==> config.mk <==
export PLATFORM = sky130hd
export DESIGN_NAME = clk_div_monitor
export DESIGN_NICKNAME = d
export VERILOG_FILES = /design/src/rtl/clk_div_monitor.sv
export SDC_FILE = /design/constraint.sdc
export NUM_CORES = 1
export LEC_CHECK = 0
export ABC_AREA = 1
export CORE_MARGIN = 2
export CORE_UTILIZATION = 35
export DETAILED_ROUTE_END_ITERATION = 10
export HOLD_SLACK_MARGIN = 0.08
export PLACE_DENSITY = 0.59
export SLEW_MARGIN = 20
export SYNTH_ARGS = -nofsm -noshare
export SYNTH_HDL_FRONTEND = slang
export SYNTH_SLANG_ARGS = --single-unit
==> constraint.sdc <==
create_clock -name clk_in -period 1.5 [get_ports clk_in]
set_input_delay 0.15 -clock clk_in [delete_from_list [all_inputs] [get_ports clk_in]]
set_output_delay 0.15 -clock clk_in [all_outputs]
set_load 0.01 [all_outputs]
==> src/rtl/clk_div_monitor.sv <==
// clk_div_monitor: watches the divided clock from the divide-by-5 generator
// as ordinary data in the clk_in domain. It emits a tick per rising edge,
// measures period and high time, and reports lock, period error and stall.
//
// Handshake: there is no backpressure. tick and meas_valid are single-cycle
// qualifiers that are valid for exactly the cycle after the detecting edge.
// period and high_time are stable from that cycle until the next meas_valid.
module clk_div_monitor #(
    parameter int EXP_PERIOD = 5,
    parameter int LOCK_N     = 4,
    parameter int TIMEOUT    = 64,
    parameter int CNT_W      = 8
) (
    input  logic             clk_in,
    input  logic             rst,
    input  logic             div_in,
    input  logic             enable,
    input  logic             err_clr,
    output logic             tick,
    output logic             meas_valid,
    output logic [CNT_W-1:0] period,
    output logic [CNT_W-1:0] high_time,
    output logic             lock,
    output logic             period_err,
    output logic             stall,
    output logic [15:0]      edge_count,
    output logic [1:0]       dbg_state
);

    localparam int GOOD_W = $clog2(LOCK_N + 1);
    localparam logic [CNT_W-1:0]  C_EXP    = CNT_W'(EXP_PERIOD);
    localparam logic [CNT_W-1:0]  C_TO     = CNT_W'(TIMEOUT);
    localparam logic [CNT_W-1:0]  C_ONE    = CNT_W'(1);
    localparam logic [GOOD_W-1:0] C_LOCKN  = GOOD_W'(LOCK_N);
    localparam logic [GOOD_W-1:0] C_LOCKM1 = GOOD_W'(LOCK_N - 1);
    localparam logic [GOOD_W-1:0] C_GONE   = GOOD_W'(1);

    typedef enum logic [1:0] {
        S_IDLE   = 2'd0,
        S_ARMED  = 2'd1,
        S_TRACK  = 2'd2,
        S_LOCKED = 2'd3
    } state_t;

    state_t            r_state;
    state_t            w_state_nxt;
    logic              r_div_q;
    logic [CNT_W-1:0]  r_cnt;
    logic [CNT_W-1:0]  r_hcnt;
    logic [GOOD_W-1:0] r_good;
    logic [GOOD_W-1:0] w_good_nxt;
    logic              r_tick;
    logic              r_meas_valid;
    logic [CNT_W-1:0]  r_period;
    logic [CNT_W-1:0]  r_high_time;
    logic              r_lock;
    logic              w_lock_nxt;
    logic              r_period_err;
    logic              r_stall;
    logic [15:0]       r_edge_count;
    logic              w_err_set;
    logic              w_stall_set;
    logic              w_rise;
    logic              w_measure;

    // A rise only counts while enabled; div_q keeps tracking while disabled
    // so re-enabling on a high level cannot look like a fresh rise.
    assign w_rise    = enable & div_in & ~r_div_q;
    assign w_measure = w_rise & (r_state != S_IDLE);

    // State register for the lock-tracking FSM.
    always_ff @(posedge clk_in) begin
        if (!rst) begin
            r_state <= S_IDLE;
        end else begin
            r_state <= w_state_nxt;
        end
    end

    // Next-state, good-period run length, lock and error/stall set requests.
    always_comb begin
        w_state_nxt = r_state;
        w_good_nxt  = r_good;
        w_lock_nxt  = r_lock;
        w_err_set   = 1'b0;
        w_stall_set = 1'b0;
        if (!enable) begin
            w_state_nxt = S_IDLE;
            w_good_nxt  = '0;
            w_lock_nxt  = 1'b0;
        end else begin
            case (r_state)
                S_IDLE: begin
                    // First rise only gives a reference point; nothing to measure yet.
                    if (w_rise) begin
                        w_state_nxt = S_ARMED;
                    end
                end
                default: begin
                    if (w_rise) begin
                        if (r_cnt == C_EXP) begin
                            if (r_good >= C_LOCKM1) begin
                                w_good_nxt  = C_LOCKN;
                                w_lock_nxt  = 1'b1;
                                w_state_nxt = S_LOCKED;
                            end else begin
                                w_good_nxt  = r_good + C_GONE;
                                w_state_nxt = (r_state == S_ARMED) ? S_TRACK : r_state;
                            end
                        end else begin
                            w_err_set   = 1'b1;
                            w_good_nxt  = '0;
                            w_lock_nxt  = 1'b0;
                            w_state_nxt = S_TRACK;
                        end
                    end else if (r_cnt == C_TO) begin
                        // Divider went quiet: drop back and wait for it to restart.
                        w_stall_set = 1'b1;
                        w_good_nxt  = '0;
                        w_lock_nxt  = 1'b0;
                        w_state_nxt = S_IDLE;
                    end
                end
            endcase
        end
    end

    // Edge history, period/high-time counters and the per-rise pulses.
    always_ff @(posedge clk_in) begin
        if (!rst) begin
            r_div_q      <= 1'b0;
            r_cnt        <= '0;
            r_hcnt       <= '0;
            r_tick       <= 1'b0;
            r_meas_valid <= 1'b0;
            r_edge_count <= '0;
        end else begin
            r_div_q <= div_in;
            if (!enable) begin
                r_cnt        <= '0;
                r_hcnt       <= '0;
                r_tick       <= 1'b0;
                r_meas_valid <= 1'b0;
            end else begin
                r_tick       <= w_rise;
                r_meas_valid <= w_measure;
                if (w_rise) begin
                    r_cnt  <= C_ONE;
                    r_hcnt <= C_ONE;
                    if (r_edge_count != 16'hFFFF) begin
                        r_edge_count <= r_edge_count + 16'd1;
                    end
                end else begin
                    if (r_cnt != C_TO) begin
                        r_cnt <= r_cnt + C_ONE;
                    end
                    if (div_in && (r_hcnt != C_TO)) begin
                        r_hcnt <= r_hcnt + C_ONE;
                    end
                end
            end
        end
    end

    // Capture the finished period's measurements on each measuring rise.
    always_ff @(posedge clk_in) begin
        if (!rst) begin
            r_period    <= '0;
            r_high_time <= '0;
        end else if (w_measure) begin
            r_period    <= r_cnt;
            r_high_time <= r_hcnt;
        end
    end

    // Good-run count, lock, and sticky flags where a new error beats err_clr.
    always_ff @(posedge clk_in) begin
        if (!rst) begin
            r_good       <= '0;
            r_lock       <= 1'b0;
            r_period_err <= 1'b0;
            r_stall      <= 1'b0;
        end else begin
            r_good       <= w_good_nxt;
            r_lock       <= w_lock_nxt;
            r_period_err <= w_err_set   | (r_period_err & ~err_clr);
            r_stall      <= w_stall_set | (r_stall & ~err_clr);
        end
    end

    assign tick       = r_tick;
    assign meas_valid = r_meas_valid;
    assign period     = r_period;
    assign high_time  = r_high_time;
    assign lock       = r_lock;
    assign period_err = r_period_err;
    assign stall      = r_stall;
    assign edge_count = r_edge_count;
    assign dbg_state  = r_state;

endmodule

* Word level (Yosys, flattened, before mapping)
Index checks and enable logic that the tools add are counted.
** Operators by class
- Add/sub/neg operators :: 4
- Order comparisons :: 1
- Eq/ne operators :: 9
- Mux-type cells :: 27
- Bitwise operators :: 12
- Reduce and logical (&&, ||, !) cells :: 12
** Operators by type and width (count)
- adder 16 x 1 -> 16 bit, second input constant :: 1
- adder 8 x 1 -> 8 bit, second input constant :: 2
- 2-to-1 mux 1 bit :: 16
- != test 16 bit, second input constant :: 1
- != test 8 x 7 -> 1 bit, second input constant :: 2
- 2-to-1 mux 2 bit :: 7
- 2-to-1 mux 3 bit :: 4
- AND reduction 3 bit :: 3
- equality test 8 x 3 -> 1 bit, second input constant :: 1
- equality test 8 x 7 -> 1 bit, second input constant :: 1
- nonzero test 2 bit :: 4
- AND 1 bit :: 5
- != test 5 x 2 -> 1 bit, second input constant :: 1
- NOT 1 bit :: 5
- AND reduction 2 bit :: 2
- adder 3 x 1 -> 3 bit, second input constant :: 1
- greater-or-equal comparator 3 x 2 -> 1 bit, second input constant :: 1
- != test 3 x 2 -> 1 bit, second input constant :: 1
- OR reduction 3 bit :: 1
- equality test 2 x 1 -> 1 bit, second input constant :: 1
- logical NOT 2 bit :: 1
- != test 2 bit, second input constant :: 1
- OR 1 bit :: 2
- logical AND 1 bit :: 1
** Word-level totals
- Bits in registers :: 59
- Input bits :: 5
- Output and inout bits :: 39
- Logic and storage cells :: 80

* Depth between registers and ports, before layout
- Word-level depth :: 6
- Gate-level depth with buffers :: 10
- Gate-level depth less buffers :: 10

* Worst setup path after synthesis
OpenSTA, ideal clock, no wires.
- Path type :: register to register
- From :: register r_edge_count[0], in the netlist edge_count[0]
- To :: register r_edge_count[11], in the netlist edge_count[11]
- Library setup time :: 134 ps
- Arrival time :: 1468 ps
- Required time :: 1366 ps
- Slack :: -102 ps
- Cell stages (with the launch flop) :: 10
- Path buffers :: 1
- Clock period less this slack :: 1602 ps
- Cells stage by stage :: dfxtp_1 > ha_1 > nand3_2 > clkinv_2 > nand2_2 > nor2_1 > nor2_4 > buf_6 > nand2_1 > a21oi_1
** Between the ends
- Longest elaborated chain between the ends :: 2
** Ends and longest elaborated chain
- from (decl) :: RTL line 60 : logic [15:0] r_edge_count;
- from (signal assigned) :: RTL line 151 : r_edge_count <= r_edge_count + 16'd1;
- parallel branches: the longest is 2 deep, another holds adder 16 x 1 -> 16 bit
Parallel ways; which one is timed is not known.
A chain may end at the register's enable or synchronous reset.

* Worst setup path after layout
- From :: register r_good[0]
- To :: register r_good[2]
** Between the ends
- Longest elaborated chain between the ends :: 4
** Ends and longest elaborated chain
- from (decl) :: RTL line 50 : logic [GOOD_W-1:0] r_good;
- from (signal assigned) :: RTL line 184 : r_good <= w_good_nxt;
- adder 3 x 1 -> 3 bit or greater-or-equal comparator 3 x 2 -> 1 bit (tied branches) :: RTL line 107, 102
- 2-to-1 mux 3 bit * :: RTL line 102 : if (r_good >= C_LOCKM1) begin
- 2-to-1 mux 3 bit * :: RTL line 101 : if (r_cnt == C_EXP) begin
- 2-to-1 mux 3 bit * :: RTL line 100 : if (w_rise) begin
Every way passes the cells marked *; elsewhere a longest branch is shown, timed or not.

==> impl_results.md <==
* RSZ-0062 raised after global routing: true
* Die ar. at 8769 µm²
* Max_cap viols at 0
* Final Hold Vio Count at 0
* Net Switching at 768.3 µW
* Worst EP arrival at 1.67 ns
* Post-route clock period utilization at 95.93%
* Area leader, netlist: dfxtp_1
* Grt total ovfl at 0
* Internal power at 2543 µW
* Setup Slack @ Placement at -0.08619 ns
* Switching Fraction at 23.20%
* CTS tree: built
* Area of the mapped netlist at 2813 µm²
* Clk pwr share at 44.4%
* Min cycle time layout at 1.439 ns
* Starting Density at 36.21%
* P&R area growth vs syn at 40.52%
* Area post-placement at 3659 µm²
* Clk pin slew, worst setup/hold paths at 0.07 ns
* Routability-driven placement congestion ratio at 0.7962
* Io pins at 44
* Distinct cells, synth at 27
* Register area share after synthesis at 41.99%
* Syn nets at 414
* Worst Setup Path Type: reg2reg
* Most common cell after layout, fill and taps aside: nand2_1
* Row Count at 32
* DP HPWL at 5031 µm
* Worst Path Required at 1.73 ns
* DRC at 0
* Worst setup margin at 0.06107 ns
* Synthesized flop and latch total at 59
* Placed cells at 578
* Core area at 7767 µm²
* Final instance area at 3953 µm²
* Crit path buf inv count at 1
* Initial antenna violation count at 0
* Worst Tran Pin Value at 0.4948 ns
* Endpoint type of the worst setup path: register
* Ranking of synthesized cells by area: dfxtp_1, nand2_1, nor2_1, a21oi_1, inv_1
* Clock tree sinks at 59
* Syn avg cell area at 7.014 µm²
* Worst setup SP type: register
* CTS Buf Count at 9
* Drt initial violations at 104
* Detail Route Antenna Nets at 0
* CP max-delay cell: dfxtp_4
* Max-slew headroom at 66.98%
* Synthesis warning total at 0
* Root buffer cell: clkbuf_8
* Outcome: completed
* Pwr Density at 837.8 nW/µm²
* Nets at 503
* Min-delay worst type: in2reg
* CP top delay family: flip-flops
* Vias in the first global route at 2582
* Hold buffer count at cts at 0
* Critical path's most frequent cell: ha_2
* Mapped Cells at 401
* Die W at 93.65 µm
* Largest net degree at the start of global routing at 20
* Cell Chain, Critical Path: ha_2 -> ha_2 -> nor2_2 -> nand2_2 -> buf_4 -> nor2_1 -> o21ai_1 -> nand2_1 -> a21oi_1
* FILL cells at 780
* Max incr delay on CP at 0.36 ns
* H-tree Lvls at 3
* Layout cell share with drive strength beyond 1 at 18.62%
* All-Layer GR Usage at 16.72%
* Sequential power share at 48.4%
* Gate power share at 7.2%
* Worst Skew at 0.007963 ns
* Slew Viols, Final at 0
* Fmax at 695.0 MHz
* Total number of vias at 2793
* Vias/cell at 4.686
* DR WL/cell at 11.71 µm
* CP max FO at 4
* Most frequent cells in the layout: nand2_1, nor2_1, dfxtp_1, buf_4, a21oi_1
* DIE HEIGHT at 93.65 µm
* Final cell count without fillers at 596
* VDD IR max at 439.2 µV
* Port buffer count at 43
* Drt first pass iters at 5
* Leakage power at 0.001745 µW
* Worst-Skew Late Latency at 0.34 ns
* Top cell type's share of synthesized area at 41.99%
* First-pass GRT wire length at 11650 µm
* Maximum clock path buffer count at 2
* Antenna Cells at 0
* Post-Route WL at 6982 µm
* Final setup violation count at 0
## flip-flops by register name, summed over array words and instances (netlist names)
register	cells
stall	1
dbg_state	2
period	8
high_time	8
lock	1
edge_count	16
r_good	3
r_div_q	1
period_err	1
r_hcnt	8
tick	1
r_cnt	8
meas_valid	1
## worst paths after layout
kind | startpoint | to | slack, ns | cells after the start
max | r_good[0]$_SDFFE_PN0P_ | r_good[2]$_SDFFE_PN0P_ | 0.06 | 9
min | err_clr | period_err$_SDFF_PN0_ | 0.45 | 4
min reg2reg | period_err$_SDFF_PN0_ | period_err$_SDFF_PN0_ | 0.47 | 2
max reg2reg | r_good[0]$_SDFFE_PN0P_ | r_good[2]$_SDFFE_PN0P_ | 0.06 | 9
## power groups by stage
stage / Clock, µW / Sequential, µW / Combinational (µW)
6_report: 1470 / 1600 / 237
5_1_grt: 1580 / 1610 / 262
4_1_cts: 1520 / 1600 / 233
3_5_place_dp: 0 / 1640 / 232
3_3_place_gp: 0 / 1640 / 230
2_1_floorplan: 0 / 1650 / 106
## metrics by stage
| step | setup TNS, ns | power, µW | hold WS (ns) | util, % |
|---|---|---|---|---|
| finish | 0 | 3311 | 0.4528 | 50.89 |
| global route | -0.1182 | 3448 | 0.4953 | 50.89 |
| floorplan | 0 | 1753 | 0.2435 | - |
| global placement | -0.1850 | 1869 | 0.4571 | 47.10 |
| detailed placement | -0.6619 | 1871 | 0.4610 | 47.10 |
| CTS | 0 | 3352 | 0.4409 | 49.61 |
## routing by layer
layer | track usage [%] | vias to the layer above | share of wire [%]
li1 | - | 1465 | -
met1 | 22.10 | 1268 | 48
met2 | 26.62 | 50 | 46
met3 | 3.384 | 10 | 3.8
met4 | 6.884 | 0 | 1.5
met5 | 0 | - | 0
## cell type report
type	instances	area (µm²)	area share (%)
inverter	37	140.1	3.545
sequential	59	1192	30.17
clock buffer	11	151.4	3.830
clock inverter	4	50.05	1.266
multi-input combinational	296	1484	37.54
timing repair buffer	87	807.0	20.42
tap	102	127.6	3.229
## worst min-delay path, cell delays in order
cell	delay (ns)
clkdlybuf4s50_1	0.45
inv_1	0.04
nand2_1	0.05
a21oi_1	0.05
## synthesized netlist by cell type
master	number
a21oi_2	1
nand2_1	105
and2_1	1
ha_1	8
nand3_2	1
xor2_1	8
or2_2	1
o21ai_1	1
nor3_1	2
inv_1	34
o21ai_4	1
xnor2_1	6
nand3_1	20
buf_6	2
nor2_4	2
nand4_1	10
dfxtp_1	59
buf_2	3
a21oi_1	38
clkinv_2	1
nor3b_1	1
o21ai_0	25
nor2_2	1
inv_2	2
nor2_1	62
clkbuf_1	4
nand2_2	2
## timing repair
action                                  CTS  global route
cloned                                    0             0
resized for setup                         9            27
endpoints found under the setup margin   11            30
pin swaps                                 1             7
setup buffers                             0             3
## cell families (layout without fill, tap and decap cells)
group,Yosys count,in the layout,synth area share [%]
AOI/OAI and AO/OA,66,66,12.28
xor gates and xnor gates,14,14,4.360
adders and majority gates,8,8,3.559
buffers and inverters,46,139,6.850
DFF,59,59,41.99
and+or+nand+nor,208,208,30.96
(Power assumes the default switching activity.)
